===== src/rtl/instr_pkg.sv =====
// Field positions, legal-opcode encodings and the per-entry decoded record
// shared by the instruction decode queue and its field extractor.
package instr_pkg;

  localparam int INSTR_W = 16;
  localparam int IMM_W   = 16;

  localparam int OPC_HI  = 15;
  localparam int OPC_LO  = 11;
  localparam int RD_HI   = 10;
  localparam int RD_LO   = 8;
  localparam int RM_HI   = 7;
  localparam int RM_LO   = 5;
  localparam int RN_HI   = 4;
  localparam int RN_LO   = 2;
  localparam int ALU_HI  = 1;
  localparam int ALU_LO  = 0;
  localparam int COND_HI = 11;
  localparam int COND_LO = 8;
  localparam int IMM5_HI = 4;
  localparam int IMM8_HI = 7;
  localparam int LBL8_HI = 7;
  localparam int LBL11_HI = 10;

  // Legal opcode encodings: whole 00xxx group, 10000, 1100x and 11100.
  localparam logic [1:0] OPC_GRP_00   = 2'b00;
  localparam logic [4:0] OPC_10000    = 5'b10000;
  localparam logic [3:0] OPC_GRP_1100 = 4'b1100;
  localparam logic [4:0] OPC_11100    = 5'b11100;

  // Immediates are held at instruction width; widening to DATA_W is wiring.
  typedef struct packed {
    logic [4:0]       opcode;
    logic [2:0]       rd;
    logic [2:0]       rm;
    logic [2:0]       rn;
    logic [1:0]       alu_op;
    logic [3:0]       cond;
    logic [IMM_W-1:0] imm5;
    logic [IMM_W-1:0] imm8;
    logic [IMM_W-1:0] label8;
    logic [IMM_W-1:0] label11;
`ifdef DECODE_ILLEGAL_CHK_EN
    logic             illegal;
`endif
  } decoded_t;

endpackage


===== src/rtl/instr_field_ext.sv =====
// Combinational field extraction and immediate extension for one instruction
// word. Adds the illegal-opcode flag when DECODE_ILLEGAL_CHK_EN is defined.
module instr_field_ext
  import instr_pkg::*;
(
  input  logic [INSTR_W-1:0] instr,
  output decoded_t           dec
);

  always_comb begin
    dec         = '0;
    dec.opcode  = instr[OPC_HI:OPC_LO];
    dec.rd      = instr[RD_HI:RD_LO];
    dec.rm      = instr[RM_HI:RM_LO];
    dec.rn      = instr[RN_HI:RN_LO];
    dec.alu_op  = instr[ALU_HI:ALU_LO];
    dec.cond    = instr[COND_HI:COND_LO];
    dec.imm5    = IMM_W'($signed(instr[IMM5_HI:0]));
    dec.imm8    = IMM_W'(instr[IMM8_HI:0]);
    dec.label8  = IMM_W'($signed(instr[LBL8_HI:0]));
    dec.label11 = IMM_W'($signed(instr[LBL11_HI:0]));
`ifdef DECODE_ILLEGAL_CHK_EN
    dec.illegal = !((instr[OPC_HI -: 2] == OPC_GRP_00)   ||
                    (instr[OPC_HI:OPC_LO] == OPC_10000)  ||
                    (instr[OPC_HI -: 4] == OPC_GRP_1100) ||
                    (instr[OPC_HI:OPC_LO] == OPC_11100));
`endif
  end

endmodule


===== src/rtl/instr_decode_queue.sv =====
// Instruction queue that decodes words on push and presents the head entry
// from a dedicated register. Optional Illegal output: DECODE_ILLEGAL_CHK_EN.
module instr_decode_queue
  import instr_pkg::*;
#(
  parameter int DEPTH  = 2,
  parameter int DATA_W = 16
) (
  input  logic                       Clk,
  input  logic                       Reset,
  input  logic                       Flush,
  input  logic                       In_Valid,
  input  logic [INSTR_W-1:0]         Instr_Input,
  output logic                       In_Ready,
  output logic                       Out_Valid,
  input  logic                       Out_Ready,
  output logic [4:0]                 Opcode,
  output logic [2:0]                 Rd,
  output logic [2:0]                 Rm,
  output logic [2:0]                 Rn,
  output logic [1:0]                 ALU_Op,
  output logic [3:0]                 Cond,
  output logic [DATA_W-1:0]          Imm5,
  output logic [DATA_W-1:0]          Imm8,
  output logic [DATA_W-1:0]          Label8,
  output logic [DATA_W-1:0]          Label11,
  output logic [$clog2(DEPTH):0]     Count
`ifdef DECODE_ILLEGAL_CHK_EN
  ,
  output logic                       Illegal
`endif
);

  localparam int PW = $clog2(DEPTH);
  localparam int CW = PW + 1;

  decoded_t        mem [DEPTH];
  decoded_t        head_q;
  decoded_t        dec_in;
  logic [PW-1:0]   rd_ptr;
  logic [PW-1:0]   wr_ptr;
  logic [PW-1:0]   next_rd;
  logic [CW-1:0]   count_q;
  logic [CW-1:0]   count_next;
  logic            push;
  logic            pop;

  instr_field_ext u_field_ext (
    .instr (Instr_Input),
    .dec   (dec_in)
  );

  assign In_Ready  = (count_q != CW'(DEPTH));
  assign Out_Valid = (count_q != '0);
  assign push      = In_Valid && In_Ready;
  assign pop       = Out_Valid && Out_Ready;
  assign next_rd   = pop ? rd_ptr + PW'(1) : rd_ptr;

  always_comb begin
    count_next = count_q;
    if (push && !pop)
      count_next = count_q + CW'(1);
    else if (!push && pop)
      count_next = count_q - CW'(1);
  end

  always_ff @(posedge Clk) begin
    if (Reset) begin
      count_q <= '0;
      rd_ptr  <= '0;
      wr_ptr  <= '0;
      head_q  <= '0;
      for (int i = 0; i < DEPTH; i++)
        mem[i] <= '0;
    end else if (Flush) begin
      count_q <= '0;
      rd_ptr  <= '0;
      wr_ptr  <= '0;
    end else begin
      if (push) begin
        mem[wr_ptr] <= dec_in;
        wr_ptr      <= wr_ptr + PW'(1);
      end
      rd_ptr  <= next_rd;
      count_q <= count_next;
      // The new head is the word being written when the queue drains to it;
      // otherwise it is already in storage. Empty: hold the last head.
      if (count_next != '0)
        head_q <= (push && (next_rd == wr_ptr)) ? dec_in : mem[next_rd];
    end
  end

  assign Count   = count_q;
  assign Opcode  = head_q.opcode;
  assign Rd      = head_q.rd;
  assign Rm      = head_q.rm;
  assign Rn      = head_q.rn;
  assign ALU_Op  = head_q.alu_op;
  assign Cond    = head_q.cond;
  assign Imm5    = DATA_W'($signed(head_q.imm5));
  assign Imm8    = DATA_W'(head_q.imm8);
  assign Label8  = DATA_W'($signed(head_q.label8));
  assign Label11 = DATA_W'($signed(head_q.label11));
`ifdef DECODE_ILLEGAL_CHK_EN
  assign Illegal = head_q.illegal;
`endif

endmodule


===== config.mk =====
export PLATFORM = sky130hd
export DESIGN_NAME = instr_decode_queue
export DESIGN_NICKNAME = d
export VERILOG_FILES = /design/src/rtl/instr_pkg.sv /design/src/rtl/instr_field_ext.sv /design/src/rtl/instr_decode_queue.sv
export SDC_FILE = /design/constraint.sdc
export NUM_CORES = 1
export LEC_CHECK = 0
export ABC_AREA = 1
export CAP_MARGIN = 0
export CORE_ASPECT_RATIO = 0.75
export CORE_MARGIN = 2
export CORE_UTILIZATION = 41
export CTS_CLUSTER_DIAMETER = 150
export DETAILED_ROUTE_END_ITERATION = 7
export HOLD_SLACK_MARGIN = 0.08
export PLACE_DENSITY = 0.77
export SYNTH_ARGS = -nofsm -noshare
export SYNTH_HDL_FRONTEND = slang
export SYNTH_SLANG_ARGS = --single-unit
export TNS_END_PERCENT = 100

===== constraint.sdc =====
create_clock -name Clk -period 1.9 [get_ports Clk]
set_input_delay 0.285 -clock Clk [delete_from_list [all_inputs] [get_ports Clk]]
set_output_delay 0.285 -clock Clk [all_outputs]
set_load 0.05 [all_outputs]

==> results_dict.tcl, run 1 <==
set metrics [dict create \
    outcome "finished clean" \
    drtPass1Iterations 4 \
    cap_violations 0 \
    clock-sinks 52 \
    synth_edf_count 32 \
    crit_type "flop to primary output" \
    drt-total-wl_um 6230 \
    io_buffers 100 \
    cp.buffers_inverters 1 \
    ctsHoldBuffers 0 \
    grt_setup_unrepaired "false" \
    hold_viol 0 \
    place_inst 550 \
    power_mw 3.58 \
    cts_buffers 5 \
    slew_headroom_pct 65.8 \
    cp_slowest_cell "clkdlybuf4s50_1" \
    synth_area_leader_cell "edfxtp_1" \
    placed_area_um2 3710 \
    coreArea_um2 7300 \
    worstPathMaxFanout 4 \
    ys_types 19 \
    die_y_um 78.9 \
    vdd_drop_max_v 0.000432 \
    cp_cell_sequence "clkdlybuf4s50_1" \
    skew_ps 6.65 \
    leakage_nw 2.10 \
    clk_latency_ps 300 \
    yosys-top-cells-area "edfxtp_1 (31%), buf_4 (17%), nand2_1 (14%)" \
    fin_nets 479 \
    drt-vias-per-instance 4.23 \
    gr-total-overflow 0 \
    syn_inst 407 \
    post_drt_wl_per_cell_um 11.2 \
    syn_avg_cell_area_um2 7.53 \
    drtAntennaViolNets 0 \
    grt_pass1_wl_um 9960 \
    synth_area_um2 3070 \
    synth_commonest_cells "nand2_1 (116), nor2_1 (84), buf_4 (71)" \
    max_freq_mhz 541 \
    rows 27 \
    place_congestion 0.809 \
    yosysSeqAreaShare_pct 44.4 \
    initial_core_util_pct 42.0 \
    pin_count 109 \
    die_x_um 104 \
    final_cell_area_um2 3870 \
    drive_gt1_share_pct 17.9 \
    yosys_register_bits 52 \
    synth-async-reset-ratio_pct 0 \
    ys.flop_type "edfxtp_1" \
    reg2reg_slack_ps 160 \
    synth_top_area_share_pct 31.3 \
    grt_max_degree 25 \
    cts.clk_slew.worst_paths_ps 100 \
    stdcell_count 558 \
    ys_warn_count 0 \
    cts_tree "done" \
    htreeDepth 2 \
    cp_top_family "buffers and inverters" \
    drtIter0Drc 150 \
    fill_cells 690 \
    maxSlewViolCount 0 \
    hold_path_class "flop to flop" \
    period_minus_slack_ps 1850 \
    end_kind "primary output" \
    die_area_um2 8190 \
    power.density_nw_per_um2 925 \
    clockRootBuffer "clkbuf_8" \
    grt_pass1_vias 2113 \
    grt_usage_pct 15.3 \
    place_hpwl_um 4680 \
    setup_viol 0 \
    critPathArrivalTime_ps 1560 \
    cpPeakStageDelay_ps 840 \
    tightest_slew_ps 513 \
    antenna_found_initial 0 \
    setup.worst_path.start_class "flop" \
    yosys.cell_count.top_type "nand2_1" \
    syn_to_final_growth_pct 26.4 \
    drc 0 \
    via_count 2360 \
    clockBufferDepth 2 \
    antennaDiodeCount 0 \
    fin_crit_sh_pct 97.3 \
    critPathRequiredTime_ps 1620 \
]
-- where the power goes --
group	switching (mW)	leakage, nW	internal, mW
clock	0.364	0.0479	0.258
combinational	1.13	1.55	0.482
sequential	0.0712	0.501	1.28
total	1.57	2.10	2.02
-- cell families (layout without fill, tap and decap cells) --
logic type      count (synthesis)  count (layout)  share of synthesized area, %
simple gates                  228             228                          29.8
flops                          52              52                          44.4
compound gates                  1               1                         0.163
other cells                     1               8                         0.122
fa+ha+maj                       2               2                         0.816
buf+inv                       123             166                          24.7
-- sequential cells by signal (all words and copies together), names as in the netlist --
register,count
Label11,9
Rd,2
Opcode,5
Count,2
rd_ptr,1
mem,32
wr_ptr,1
-- what timing repair did --
action | in CTS | in global routing
setup endpoints to repair | 0 | 41
gates resized for setup | 0 | 24
setup buffers | 0 | 0
-- placed cells by master, fill, tap and decap left out, drive strengths merged --
| cell type | count |
|---|---|
| buf | 52 |
| clkbuf | 5 |
| clkdlybuf4s50 | 46 |
| clkinv | 4 |
| conb | 8 |
| dfxtp | 20 |
| dlymetal6s2s | 16 |
| edfxtp | 32 |
| ha | 2 |
| inv | 43 |
| nand2 | 121 |
| nand3 | 21 |
| nor2 | 86 |
| o21ai | 1 |
-- final cells by class --
cell class                      count  area (um2)  area share, %
Sequential cell                    52        1370           35.3
Timing Repair Buffer              114        1080           27.8
Multi-Input combinational cell    239        1040           27.0
Inverter                           44         171           4.42
Tap cell                          101         126           3.26
Clock buffer                        5        68.8           1.78
Clock inverter                      3        18.8          0.484
-- worst paths after layout --
check | from | to | cells after the start
setup reg to reg | Count[0] | Rd[2] | 11
hold / removal | Opcode[2] | Opcode[2] | 4
hold reg to reg | Opcode[2] | Opcode[2] | 4
setup / recovery | Label11[8] | Rd[0] | 1
-- routing by layer --
metal  routed length (um)  up-vias  track usage (%)  share of wire, %
met5                    0        -                0                 0
met4                   65        0             4.32               1.0
met3                  533        6             3.45               8.6
met2                 2850       97             25.4                46
met1                 2780     1007             20.4                45
li1                     -     1250                -                 -
-- stage by stage --
stage | hold WS (ps) | setup TNS (ps) | util (%) | setup WS (ps)
floorplan | 469 | -1250 | - | -45.6
global placement | 502 | 0 | 50.8 | 72.0
detailed placement | 516 | 0 | 50.8 | 20.6
CTS | 532 | 0 | 52.0 | 19.7
global route | 559 | 0 | 53.1 | 0.436
finish | 524 | 0 | 53.1 | 51.7
Note: power is estimated with default switching activity, not from simulation.
==> run 2, diff against run 1 <==
==> constraint.sdc (replaced) <==
create_clock -name Clk -period 1.9 [get_ports Clk]
set_input_delay 0.38 -clock Clk [delete_from_list [all_inputs] [get_ports Clk]]
set_output_delay 0.38 -clock Clk [all_outputs]
set_load 0.05 [all_outputs]
==> run 2 against run 1 <==
Compared with the run above: design area increased by 8.8%; the flow now finishes with violations (setup timing); largest cell class unchanged; fmax shrank 3.6%; worst setup slack worse by 69 ps; worst hold slack better by 2.5 ps; via count up 7.0%.
==> results_dict.tcl, run 2 (same netlist as run 1, synthesis figures left out) <==
set metrics [dict create \
    outcome "finished with violations" \
    violations "setup timing" \
    vdd_drop_max_v 0.000395 \
    cts_buffers 5 \
    htreeDepth 2 \
    grt_pass1_vias 2224 \
    critPathArrivalTime_ps 2130 \
    gr-max-usage-layer "met2" \
    place_congestion 0.827 \
    post_drt_wl_per_cell_um 13.5 \
    drtAntennaViolNets 0 \
    initial_core_util_pct 42.0 \
    maxSlewViolCount 0 \
    cts_tree "done" \
    worstHoldPathCells 4 \
    largest-register "mem" \
    antennaDiodeCount 0 \
    setup_viol 1 \
    worstPathMaxFanout 16 \
    grt_max_degree 33 \
    met1_usage_pct 20.4 \
    crit_type "flop to flop" \
    max_freq_mhz 522 \
    cap_violations 0 \
    drive_gt1_share_pct 30.5 \
    clk_latency_ps 310 \
    clockBufferDepth 2 \
    place_hpwl_um 4860 \
    drc 0 \
    largest_reg_flops 32 \
    hold_viol 0 \
    end_kind "flop" \
    hold_path_class "flop to flop" \
    grt_pass1_wl_um 10600 \
    setup.worst_path.start_class "flop" \
    tns_ps -17.3 \
    power.density_nw_per_um2 906 \
    drt-total-wl_um 7670 \
    fill_cells 635 \
    leakage_nw 2.12 \
    cts.clk_slew.worst_paths_ps 100 \
    critPathRequiredTime_ps 2110 \
    syn_to_final_growth_pct 37.5 \
    tightest_slew_ps 508 \
    period_minus_slack_ps 1920 \
    grt_setup_unrepaired "true" \
    rows 27 \
    multi_input_area_um2 1160 \
    skew_ps 13.5 \
    io_buffers 100 \
    placed_area_um2 3860 \
    clockRootBuffer "clkbuf_8" \
    dp_slack_ps -99.6 \
    grt_use_met3_pct 3.45 \
    drt-vias-per-instance 4.46 \
    slew_headroom_pct 66.0 \
    r2r_cells 12 \
    fin_nets 488 \
    drtPass1Iterations 6 \
    drtIter0Drc 222 \
    pin_count 109 \
    use_met2_pct 28.0 \
    die_area_um2 8190 \
    antenna_found_initial 0 \
    grt_usage_pct 16.3 \
    final-seq-area_um2 1370 \
    coreArea_um2 7300 \
    final_cell_area_um2 4220 \
    die_y_um 78.9 \
    fin_ws_ps -17.3 \
    gr-total-overflow 0 \
    final_common_cell "nand2_1" \
    fin_crit_sh_pct 101 \
    via_count 2526 \
    layout_common_cells "nand2_1 (105), nor2_1 (79), buf_4 (72)" \
    die_x_um 104 \
    clock-sinks 52 \
]
run 2: final timing paths:
| kind | slack [ps] | endpoint | startpoint |
|---|---|---|---|
| worst max-delay path | -20 | Opcode[4] | Count[0] |
| worst min-delay path | 530 | Opcode[2] | Opcode[2] |
| worst max register to register | -20 | Opcode[4] | Count[0] |
| worst min register to register | 530 | Opcode[2] | Opcode[2] |
run 2: worst max-delay path, stage by stage (launching register included):
cell and delay [ps]:
dfxtp_4 380, clkinvlp_4 140, ha_4 210, inv_4 70
nand2_4 60, nand2_4 80, buf_4 110, nand3_2 80
nand3_4 160, clkbuf_16 200, nor2_1 50, nor2_1 190
nor2_1 80
run 2: layout make-up:
cell class	instances	area share [%]
clock buffer	5	1.63
clock inverter	3	0.326
inverter	44	4.15
multi-input combinational	239	27.6
sequential	52	32.5
tap	101	3.00
timing repair buffer	123	30.9
run 2: what timing repair did:
| action | 4_1_cts | 5_1_grt |
|---|---|---|
| gates resized for setup | 0 | 41 |
| setup buffers | 0 | 7 |
| endpoints found under the setup margin | 0 | 19 |
| hold buffers | 0 | 0 |
run 2: metrics by stage:
stage                     hold WS, ps  power, mW  util [%]  cells
after floorplan                   481       2.71         -    414
after global placement            505       3.08      52.9    550
after detailed placement          514       3.11      52.9    550
after CTS                         526       3.70      54.0    558
after global routing              548       3.95      57.8    567
final                             527       3.82      57.8    567
run 2: routing by layer:
metal | part of all wire, % | up-vias
met5 | 0 | -
met4 | 1.9 | 0
met3 | 9.7 | 15
met2 | 48 | 147
met1 | 40 | 1099
li1 | - | 1265
run 2: power breakdown:
part | internal, mW | switching [mW]
sequential | 1.28 | 0.0663
combinational | 0.628 | 1.23
clock | 0.251 | 0.365
==> run 3, diff against run 2 <==
--- a/config.mk
+++ b/config.mk
@@ -7,7 +7,6 @@
 export LEC_CHECK = 0
 export ABC_AREA = 1
 export CAP_MARGIN = 0
-export CORE_ASPECT_RATIO = 0.75
 export CORE_MARGIN = 2
 export CORE_UTILIZATION = 41
 export CTS_CLUSTER_DIAMETER = 150
==> run 3 against run 2 <==
Compared with the run above: the flow now finishes without violations; design area is 4.6% lower; critical endpoint is now Count[1]; clock-buffer cell count stayed put; clock power is 21% higher; final cell count is 1.9% lower; combinational power is 6% lower.
==> results_dict.tcl, run 3 (same netlist as run 1, synthesis figures left out) <==
set metrics [dict create \
    outcome "finished clean" \
    grt_max_degree 19 \
    via_count 2432 \
    multi_input_area_um2 1050 \
    holdCritStartpoint "wr_ptr" \
    io_buffers 100 \
    critPathArrivalTime_ps 1470 \
    tightest_slew_ps 505 \
    rows 31 \
    met1_usage_pct 18.8 \
    place_hpwl_um 4820 \
    fin_nets 479 \
    cts_setup_buffers 0 \
    clk_latency_ps 310 \
    cts.clk_slew.worst_paths_ps 100 \
    clockRootBuffer "clkbuf_8" \
    setup.worst_path.start_class "flop" \
    r2r_start "Count[1]" \
    largest-register "mem" \
    cpPeakStageDelay_ps 800 \
    drt-total-wl_um 6320 \
    r2r_cells 13 \
    max_freq_mhz 539 \
    cp.buffers_inverters 1 \
    end_kind "primary output" \
    dp_slack_ps -80.7 \
    use_met2_pct 26.6 \
    hold-worst-slack_ps 520 \
    place_congestion 0.819 \
    drc 0 \
    final-seq-area_um2 1370 \
    worstPathMaxFanout 4 \
    worstHoldPathCells 2 \
    tns_ps 0 \
    gr-max-usage-layer "met2" \
    cts_tree "done" \
    post_drt_wl_per_cell_um 11.4 \
    setup_viol 0 \
    stdcell_count 556 \
    clock-sinks 52 \
    drtAntennaViolNets 0 \
    fin_ws_ps 46.1 \
    final_common_cell "nand2_1" \
    power.density_nw_per_um2 954 \
    die_y_um 90.5 \
    drtPass1Iterations 4 \
    htreeDepth 2 \
    critPathRequiredTime_ps 1520 \
    fill_cells 630 \
    cap_violations 0 \
    slew_headroom_pct 66.2 \
    clockBufferDepth 2 \
    drt-vias-per-instance 4.37 \
    period_minus_slack_ps 1850 \
    die_area_um2 8190 \
    drive_gt1_share_pct 24.9 \
    initial_core_util_pct 42.3 \
    crit_type "flop to primary output" \
    min_to "wr_ptr" \
    reg2reg_slack_ps 160 \
    cts_buffers 5 \
    coreArea_um2 7250 \
    leakage_nw 2.02 \
    largest_reg_flops 32 \
    die_x_um 90.5 \
    syn_to_final_growth_pct 31.2 \
    gr-total-overflow 0 \
    grt_use_met3_pct 2.67 \
    fin_crit_sh_pct 97.6 \
    cts.repair.resized 0 \
    grt_pass1_wl_um 10300 \
    pin_count 109 \
    vdd_drop_max_v 0.000378 \
    skew_ps 12.0 \
    r2r-end "Opcode[2]" \
    antennaDiodeCount 0 \
    ctsHoldBuffers 0 \
    cp_top_family "buffers and inverters" \
    place_inst 548 \
    hold_viol 0 \
    layout_common_cells "nand2_1 (112), nor2_1 (84), buf_4 (64)" \
    maxSlewViolCount 0 \
    cp_cell_sequence "clkdlybuf4s50_1" \
    antenna_found_initial 0 \
    drtIter0Drc 194 \
    grt_usage_pct 15.2 \
    grt_pass1_vias 2189 \
    hold_path_class "flop to flop" \
    cp_slowest_cell "clkdlybuf4s50_1" \
]
run 3: tightest hold or removal path, delay by kind of cell (launching register included):
kind | cells | cell delay (ps)
DFF | 1 | 340
and+or+nand+nor | 1 | 70
AOI/OAI and AO/OA | 1 | 60
run 3: worst max path at each step:
stage               from         end  slack, ps  depth (start not counted)
2_1_floorplan   Count[0]  mem[0][59]        -50                          8
3_3_place_gp   Out_Ready   Opcode[0]        -10                         11
3_5_place_dp   Out_Ready  Label11[4]        -80                         13
4_1_cts            Rd[1]       Rd[1]          2                          1
5_1_grt         Count[1]   Opcode[1]        -10                         13
6_report        Count[1]    Count[1]         50                          1
run 3: layer usage:
| metal | vias up | part of all wire, % |
|---|---|---|
| met5 | - | 0 |
| met4 | 0 | 1.1 |
| met3 | 6 | 6.8 |
| met2 | 109 | 49 |
| met1 | 1065 | 43 |
| li1 | 1252 | - |
run 3: area by class of cell:
class	instances	share of cell area (%)
Clock buffer	5	1.71
Clock inverter	3	1.06
Inverter	44	4.26
Multi-Input combinational cell	239	26.1
Sequential cell	52	34.0
Tap cell	99	3.08
Timing Repair Buffer	114	29.8
run 3: stage by stage:
stage	utilization, %	instance area (um2)	total power, mW
floorplan	-	3140	2.71
global placement	53.3	3860	3.08
detailed placement	53.3	3860	3.10
CTS	54.8	3970	3.83
global route	55.5	4020	4.01
finish	55.5	4020	3.84
run 3: where the power goes:
group	switching (mW)	total (mW)	internal [mW]
sequential	0.0626	1.34	1.28
clock	0.359	0.749	0.390
combinational	1.17	1.75	0.575
total	1.60	3.84	2.24
